File: config.mk
export PLATFORM = sky130hd
export DESIGN_NAME = video_timing_gen
export DESIGN_NICKNAME = d
export VERILOG_FILES = /design/src/rtl/video_timing_pkg.sv /design/src/rtl/timing_axis_counter.sv /design/src/rtl/video_timing_gen.sv
export SDC_FILE = /design/constraint.sdc
export NUM_CORES = 1
export LEC_CHECK = 0
export ABC_AREA = 1
export ABC_CLOCK_PERIOD_IN_PS = 2900
export CORE_ASPECT_RATIO = 0.8
export CORE_MARGIN = 2
export CORE_UTILIZATION = 50
export CTS_CLUSTER_SIZE = 12
export DETAILED_ROUTE_END_ITERATION = 7
export PLACE_DENSITY = 0.8
export SLEW_MARGIN = 40
export SYNTH_ARGS = -nofsm -noshare
export SYNTH_HDL_FRONTEND = slang
export SYNTH_SLANG_ARGS = --single-unit
File: constraint.sdc
create_clock -name pixel_clk -period 2.9 [get_ports pixel_clk]
set_input_delay 0.435 -clock pixel_clk [delete_from_list [all_inputs] [get_ports pixel_clk]]
set_output_delay 0.435 -clock pixel_clk [all_outputs]
set_load 0.02 [all_outputs]
File: src/rtl/video_timing_pkg.sv
// Shared raster definitions for the display timing path: region encoding,
// 720p60 default mode constants and the position-to-region helper.
package video_timing;

  typedef enum logic [1:0] {
    ACTIVE = 2'd0,
    FRONT  = 2'd1,
    SYNC   = 2'd2,
    BACK   = 2'd3
  } region_t;

  localparam int H_ACTIVE_DEF = 1280;
  localparam int H_FRONT_DEF  = 72;
  localparam int H_SYNC_DEF   = 80;
  localparam int H_BACK_DEF   = 216;
  localparam int V_ACTIVE_DEF = 720;
  localparam int V_FRONT_DEF  = 3;
  localparam int V_SYNC_DEF   = 5;
  localparam int V_BACK_DEF   = 22;

  localparam int H_TOTAL_DEF = H_ACTIVE_DEF + H_FRONT_DEF + H_SYNC_DEF + H_BACK_DEF;
  localparam int V_TOTAL_DEF = V_ACTIVE_DEF + V_FRONT_DEF + V_SYNC_DEF + V_BACK_DEF;

  // Regions are laid out in order ACTIVE, FRONT, SYNC, BACK along each axis.
  function automatic region_t region_of(input int pos, input int active_len,
                                        input int front_len, input int sync_len);
    if (pos < active_len) return ACTIVE;
    if (pos < active_len + front_len) return FRONT;
    if (pos < active_len + front_len + sync_len) return SYNC;
    return BACK;
  endfunction

endpackage

File: src/rtl/timing_axis_counter.sv
// One raster axis: a wrapping position counter that also reports the region
// of the position it will present after the current edge.
module timing_axis_counter
  import video_timing::*;
#(
  parameter int  ACTIVE_LEN = H_ACTIVE_DEF,
  parameter int  FRONT_LEN  = H_FRONT_DEF,
  parameter int  SYNC_LEN   = H_SYNC_DEF,
  parameter int  BACK_LEN   = H_BACK_DEF,
  localparam int TOTAL      = ACTIVE_LEN + FRONT_LEN + SYNC_LEN + BACK_LEN,
  localparam int CW         = $clog2(TOTAL)
) (
  input  logic          pixel_clk,
  input  logic          reset,
  input  logic          step,
  output logic [CW-1:0] count,
  output region_t       region_next,
  output logic          wrap
);

  localparam logic [CW-1:0] LAST = CW'(TOTAL - 1);

  logic [CW-1:0] count_reg;
  logic [CW-1:0] count_next;

  assign wrap = step && (count_reg == LAST);

  always_comb begin
    count_next = count_reg;
    if (step) begin
      count_next = wrap ? '0 : count_reg + 1'b1;
    end
  end

  always_ff @(posedge pixel_clk) begin
    if (reset) begin
      count_reg <= '0;
    end else begin
      count_reg <= count_next;
    end
  end

  // Region is looked up on the next position so the registered sync/de bits
  // land on the same edge as the count they describe.
  assign region_next = region_of(int'(count_next), ACTIVE_LEN, FRONT_LEN, SYNC_LEN);
  assign count       = count_reg;

endmodule

File: src/rtl/video_timing_gen.sv
// Raster timing generator (hsync/vsync/de/coordinates, 720p60 by default).
// Optional VTG_FRAME_COUNT_EN adds a 16-bit frame_count output.
module video_timing_gen
  import video_timing::*;
#(
  parameter int  H_ACTIVE = H_ACTIVE_DEF,
  parameter int  H_FRONT  = H_FRONT_DEF,
  parameter int  H_SYNC   = H_SYNC_DEF,
  parameter int  H_BACK   = H_BACK_DEF,
  parameter int  V_ACTIVE = V_ACTIVE_DEF,
  parameter int  V_FRONT  = V_FRONT_DEF,
  parameter int  V_SYNC   = V_SYNC_DEF,
  parameter int  V_BACK   = V_BACK_DEF,
  localparam int HW       = $clog2(H_ACTIVE + H_FRONT + H_SYNC + H_BACK),
  localparam int VW       = $clog2(V_ACTIVE + V_FRONT + V_SYNC + V_BACK)
) (
  input  logic          pixel_clk,
  input  logic          reset,
  input  logic          en,
  output logic          hsync,
  output logic          vsync,
  output logic          de,
  output logic [HW-1:0] hCount,
  output logic [VW-1:0] vCount,
  output logic          frame_start
`ifdef VTG_FRAME_COUNT_EN
  ,
  output logic [15:0]   frame_count
`endif
);

  logic    running_reg;
  logic    hsync_reg;
  logic    vsync_reg;
  logic    de_reg;
  logic    frame_start_reg;
  logic    h_step;
  logic    h_wrap;
  logic    v_wrap;
  logic    frame_start_next;
  region_t h_region_next;
  region_t v_region_next;

  // The first enabled edge only starts the raster; (0,0) is presented
  // without advancing, so counting begins on the second enabled edge.
  assign h_step = en && running_reg;

  timing_axis_counter #(
    .ACTIVE_LEN (H_ACTIVE),
    .FRONT_LEN  (H_FRONT),
    .SYNC_LEN   (H_SYNC),
    .BACK_LEN   (H_BACK)
  ) u_h_axis (
    .pixel_clk   (pixel_clk),
    .reset       (reset),
    .step        (h_step),
    .count       (hCount),
    .region_next (h_region_next),
    .wrap        (h_wrap)
  );

  timing_axis_counter #(
    .ACTIVE_LEN (V_ACTIVE),
    .FRONT_LEN  (V_FRONT),
    .SYNC_LEN   (V_SYNC),
    .BACK_LEN   (V_BACK)
  ) u_v_axis (
    .pixel_clk   (pixel_clk),
    .reset       (reset),
    .step        (h_wrap),
    .count       (vCount),
    .region_next (v_region_next),
    .wrap        (v_wrap)
  );

  assign frame_start_next = !running_reg || (h_wrap && v_wrap);

  always_ff @(posedge pixel_clk) begin
    if (reset) begin
      running_reg     <= 1'b0;
      hsync_reg       <= 1'b0;
      vsync_reg       <= 1'b0;
      de_reg          <= 1'b0;
      frame_start_reg <= 1'b0;
    end else if (en) begin
      running_reg     <= 1'b1;
      hsync_reg       <= (h_region_next == SYNC);
      vsync_reg       <= (v_region_next == SYNC);
      de_reg          <= (h_region_next == ACTIVE) && (v_region_next == ACTIVE);
      frame_start_reg <= frame_start_next;
    end else begin
      frame_start_reg <= 1'b0;
    end
  end

  assign hsync       = hsync_reg;
  assign vsync       = vsync_reg;
  assign de          = de_reg;
  assign frame_start = frame_start_reg;

`ifdef VTG_FRAME_COUNT_EN
  logic        first_seen_reg;
  logic [15:0] frame_count_reg;

  // The power-up frame is frame 0; each later frame_start bumps the count.
  always_ff @(posedge pixel_clk) begin
    if (reset) begin
      first_seen_reg  <= 1'b0;
      frame_count_reg <= '0;
    end else if (en && frame_start_next) begin
      first_seen_reg <= 1'b1;
      if (first_seen_reg) begin
        frame_count_reg <= frame_count_reg + 16'd1;
      end
    end
  end

  assign frame_count = frame_count_reg;
`endif

endmodule

# --- Word level (Yosys, flattened, before mapping) ---
# Cells that the tools add are included.
classes:
  addsub: 2
  magnitude_cmp: 6
  n_eq_ne: 4
  n_mux: 28
  bitwise: 1
  n_reduce_logical: 10
op_table:
  columns: ["op", "count"]
  rows:
  - ["11-bit less-than comparator, second input constant", 3]
  - ["10-bit less-than comparator, second input constant", 3]
  - ["2-bit two-way mux", 12]
  - ["11-bit two-way mux", 2]
  - ["10-bit two-way mux", 2]
  - ["1-bit two-way mux", 12]
  - ["11-bit by 1-bit adder with 11-bit output, second input constant", 1]
  - ["11-bit equality test, second input constant", 1]
  - ["10-bit by 1-bit adder with 10-bit output, second input constant", 1]
  - ["10-bit equality test, second input constant", 1]
  - ["1-bit logical AND", 5]
  - ["2-bit equality test, second input constant", 2]
  - ["2-bit zero test", 2]
  - ["2-bit OR reduction", 1]
  - ["1-bit zero test", 1]
  - ["1-bit logical OR", 1]
  - ["1-bit inverter", 1]
totals:
  output_inout_bits: 25
  ff_bits: 26
  inputBits: 3

# --- Logic depth before layout (Yosys ltp) ---
logic_depth:
  word_depth: 15
  mapped_depth: 14
  mapped_depth_nobuf: 13

# --- By module ---
# A second synthesis with hierarchy kept.
unflattened:
  cells_unflattened: 259
  area_unflattened_um2: 1669.1
by_module_without_submodules:
  columns: ["mod", "area_per_inst_um2", "n_inst", "cells_per_inst", "seq_area_each_um2"]
  rows:
  - ["timing_axis_counter (u_v_axis)", 748.2, 1, 117, 200.2]
  - ["timing_axis_counter (u_h_axis)", 729.4, 1, 115, 220.2]
  - ["video_timing_gen", 191.4, 1, 27, 100.1]

# --- Least setup slack after synthesis ---
# No wires, ideal clock.
synth_path:
  kind: "register to register"
  from: "register u_h_axis.count_reg[0] (netlist: u_h_axis.count[0])"
  to: "register vsync_reg (netlist: vsync)"
  t_arrival_ns: 1.825
  setup_ns: 0.068
  setup_slack_ns: 1.008
  path_buffers: 1
  path_stages_with_launch: 14
  cell_sequence: "dfxtp_1 ha_1 nand3_2 clkinv_2 nand2_4 nor2_4 buf_6 nand2_2 nand2_2 nand3_2 nand3b_1 nor2_1 nand2_1 a21oi_2"
synth_between:
  elab_chain_len: 13
  elab_cells_between_ends: 20
  cone_classes: "order compare: 3; eq/ne: 2; mux: 13; reduce/logical: 2"
synth_rtl:
  columns: ["element", "line", "rtl"]
  rows:
  - ["start: declaration", "timing_axis_counter.sv:23", "logic [CW-1:0] count_reg;"]
  - ["start signal: assignment", "timing_axis_counter.sv:39", "count_reg <= count_next;"]
  - ["11-bit equality test (*)", "timing_axis_counter.sv:26", "assign wrap = step && (count_reg == LAST);"]
  - ["1-bit logical AND (*)", "timing_axis_counter.sv:26", null]
  - ["1-bit logical AND", "timing_axis_counter.sv:26", null]
  - ["10-bit two-way mux", "timing_axis_counter.sv:31", "count_next = wrap ? '0 : count_reg + 1'b1;"]
  - ["10-bit two-way mux (*)", "timing_axis_counter.sv:30", "if (step) begin"]
  - ["10-bit less-than comparator", "video_timing_pkg.sv:29", "if (pos < active_len + front_len + sync_len) return SYNC;"]
  - ["1-bit two-way mux (2 in series)", "video_timing_pkg.sv:29", null]
  - ["1-bit two-way mux", "video_timing_pkg.sv:28", "if (pos < active_len + front_len) return FRONT;"]
  - ["2-bit two-way mux", "video_timing_pkg.sv:30", "return BACK;"]
  - ["2-bit two-way mux", "video_timing_pkg.sv:29", null]
  - ["2-bit two-way mux (*)", "video_timing_pkg.sv:28", null]
  - ["2-bit equality test (*)", "video_timing_gen.sv:88", "vsync_reg <= (v_region_next == SYNC);"]
  - ["end signal: assignment", "video_timing_gen.sv:88", null]
  - ["end: declaration", "video_timing_gen.sv:34", "logic vsync_reg;"]
# Every way passes the cells marked *; elsewhere a longest branch is shown, timed or not. The select of a mux whose other input is x is not followed.
# A chain may end at the register's enable or synchronous reset.

# --- Worst setup path in the final report ---
# Ends and elaborated chain as after synthesis.

==> metrics.cfg <==
[outcome]
status=complete, no violations

[routing]
drtIter0Drc=221
route.vias.total=1607
vias_per_cell=5.27
wl_per_cell_um=12.4
firstDrtPassIters=5
ant_nets=0
wl_mm=3.77
drc_errors=0

[timing]
clock_skew_ns=0.00577
hold_viol=0
tightest_slew_ns=0.452
timing.final.crit_share_pct=74.3
timing.fmax_ghz=0.464
finalCriticalPeriod_ns=2.15
setup-tns-final_ns=0
final-setup-viol-count=0
max_slew_margin_pct=69.6
slew_violations=0
rsz0062_at_grt=false

[pwr]
peakVddDrop_mv=0.346
seq_power_share_pct=52.1
clkPwrFrac_pct=43.1
p_leak_nw=0.782
p_int_w=0.000559
p_switching_w=0.000143
pwr-share-comb_pct=4.8
swShare_pct=20.4
power_w=0.000702
powerDensity_nw_per_um2=366

[cts]
post-cts-setup-buffer-count=0
cts_made_buffers=3
path_clk_slew_ns=0.09
cts_resized=0
clock_path_buffers=2
cts_htree_levels=1
cts_tree=yes
clock-sinks=26
ctsRootBufferMaster=clkbuf_8
holdBufCountCts=0
clk-insertion-delay-late_ns=0.27

[setup_path]
reg2reg_slack_ns=0.75
worstRegToRegCells=11
end_kind=register
critical_path_arrival_ns=2.37
path_class=reg -> reg
critPathMaxFanout=14
startpoint_type=register
crit_required_ns=3.11

[placement]
placed_cells=301
dp_hpwl_mm=2.88
place.gp.congestion=0.906
port_buffers=27

[global_route]
grt_antenna_before_repair=0
overflow=0
grt_pass1_wl_mm=6.47
gr-usage-all-layers_pct=23.9
grt_start_max_net_pins=23
grt_pass1_vias=1415

[layout]
ff_latch_area_um2=520
most-common-layout-cells=nand2_1 (58), nor2_1 (37), nand3_1 (31)
final_cells=305
layout-drive-gt1-share_pct=7.87
antenna_cells=0
largest_reg_flops=11
nets=274
fill_cells=253
final_common_cell=nand2_1
multi_input_area_um2=878
syn_to_final_growth_pct=24.7

[yosys]
ys_ff_latch=26
synth_edf_count=0
synth_nets=244
syn_area_per_cell_um2=6.46
synthArstFlopShare_pct=0
syn-instance-count=238
ys_types=31
yosys_warnings=0
synth-main-ff-cell=dfxtp_1
synth_area_um2=1540
ys_seq_area_share_pct=33.8

[floorplanning]
fp.dieW_um=66
die_h_um=53.6
io_pins=28
start_util_pct=54.0
dieArea_um2=3540
coreArea_um2=2850
num_rows=17

[worst_hold_path]
hold_class=reg -> reg
hold_depth=2

[job]
drv_cap=0

synth_stat cells (all sizes together), types with 2 or more instances:
master / n / share of area (%)
nand2: 62 / 16
nor2: 42 / 12
nand3: 33 / 11
inv: 28 / 6.8
dfxtp: 26 / 34
a21oi: 9 / 3.2
nand4: 6 / 2.4
nor3: 4 / 1.3
o21ai: 4 / 1.3
o21bai: 4 / 2.0
ha: 3 / 2.4
nand3b: 3 / 1.5
buf: 2 / 1.1
clkbuf: 2 / 0.49
clkinv: 2 / 0.65
critical path: stages (launching register included):
cell and delay (ns):
dfxtp_1 0.45, ha_1 0.24, nand3_2 0.13, clkinv_2 0.12
nand2_4 0.05, nor2_4 0.27, nand2_1 0.24, nand3_1 0.20
nand3b_1 0.10, nor2_1 0.10, nand2_1 0.07, a21oi_2 0.10
final timing paths:
kind	from	end
hold reg to reg	de	de
setup / recovery	u_h_axis.count[0]	vsync
setup reg to reg	u_h_axis.count[0]	vsync
hold / removal	de	de
cell type report:
class	count	share of cell area [%]
Multi-Input combinational cell	178	45.8
Inverter	30	6.00
Clock buffer	3	2.15
Sequential cell	26	27.1
Tap cell	38	2.48
Clock inverter	1	1.57
Timing Repair Buffer	29	14.9
cell families (layout without fill, tap and decap cells):
family | count (synthesis) | in the layout | share of synthesized area, %
AOI/OAI and AO/OA | 21 | 21 | 8.30
xor gates and xnor gates | 2 | 2 | 1.14
adders and majority gates | 3 | 3 | 2.44
buffers and inverters | 34 | 63 | 9.03
DFF | 26 | 26 | 33.8
and+or+nand+nor | 152 | 152 | 45.2
per-layer routing:
layer | track usage [%] | vias up | part of all wire (%)
met4 | 4.76 | 0 | 0.66
li1 | - | 825 | -
met3 | 3.77 | 4 | 7.9
met2 | 33.2 | 69 | 40
met1 | 38.5 | 709 | 52
met5 | 0 | - | 0
power by group through the flow:
stage                     combinational (W)  clock, W  sequential, W
after floorplan                   0.0000149         0       0.000377
after global placement            0.0000336         0       0.000374
after detailed placement          0.0000334         0       0.000374
after CTS                         0.0000337  0.000308       0.000366
after global routing              0.0000366  0.000321       0.000366
final                             0.0000338  0.000303       0.000366
per-stage QoR:
step	util [%]	hold slack (ns)	setup slack (ns)	cell area (µm²)
floorplan	-	0.453	1.01	1540
global placement	64.8	0.460	0.544	1850
detailed placement	64.8	0.461	0.473	1850
CTS	67.3	0.480	0.753	1920
global route	67.3	0.490	0.508	1920
finish	67.3	0.474	0.747	1920
No activity file was read; power rests on OpenSTA's default activity.
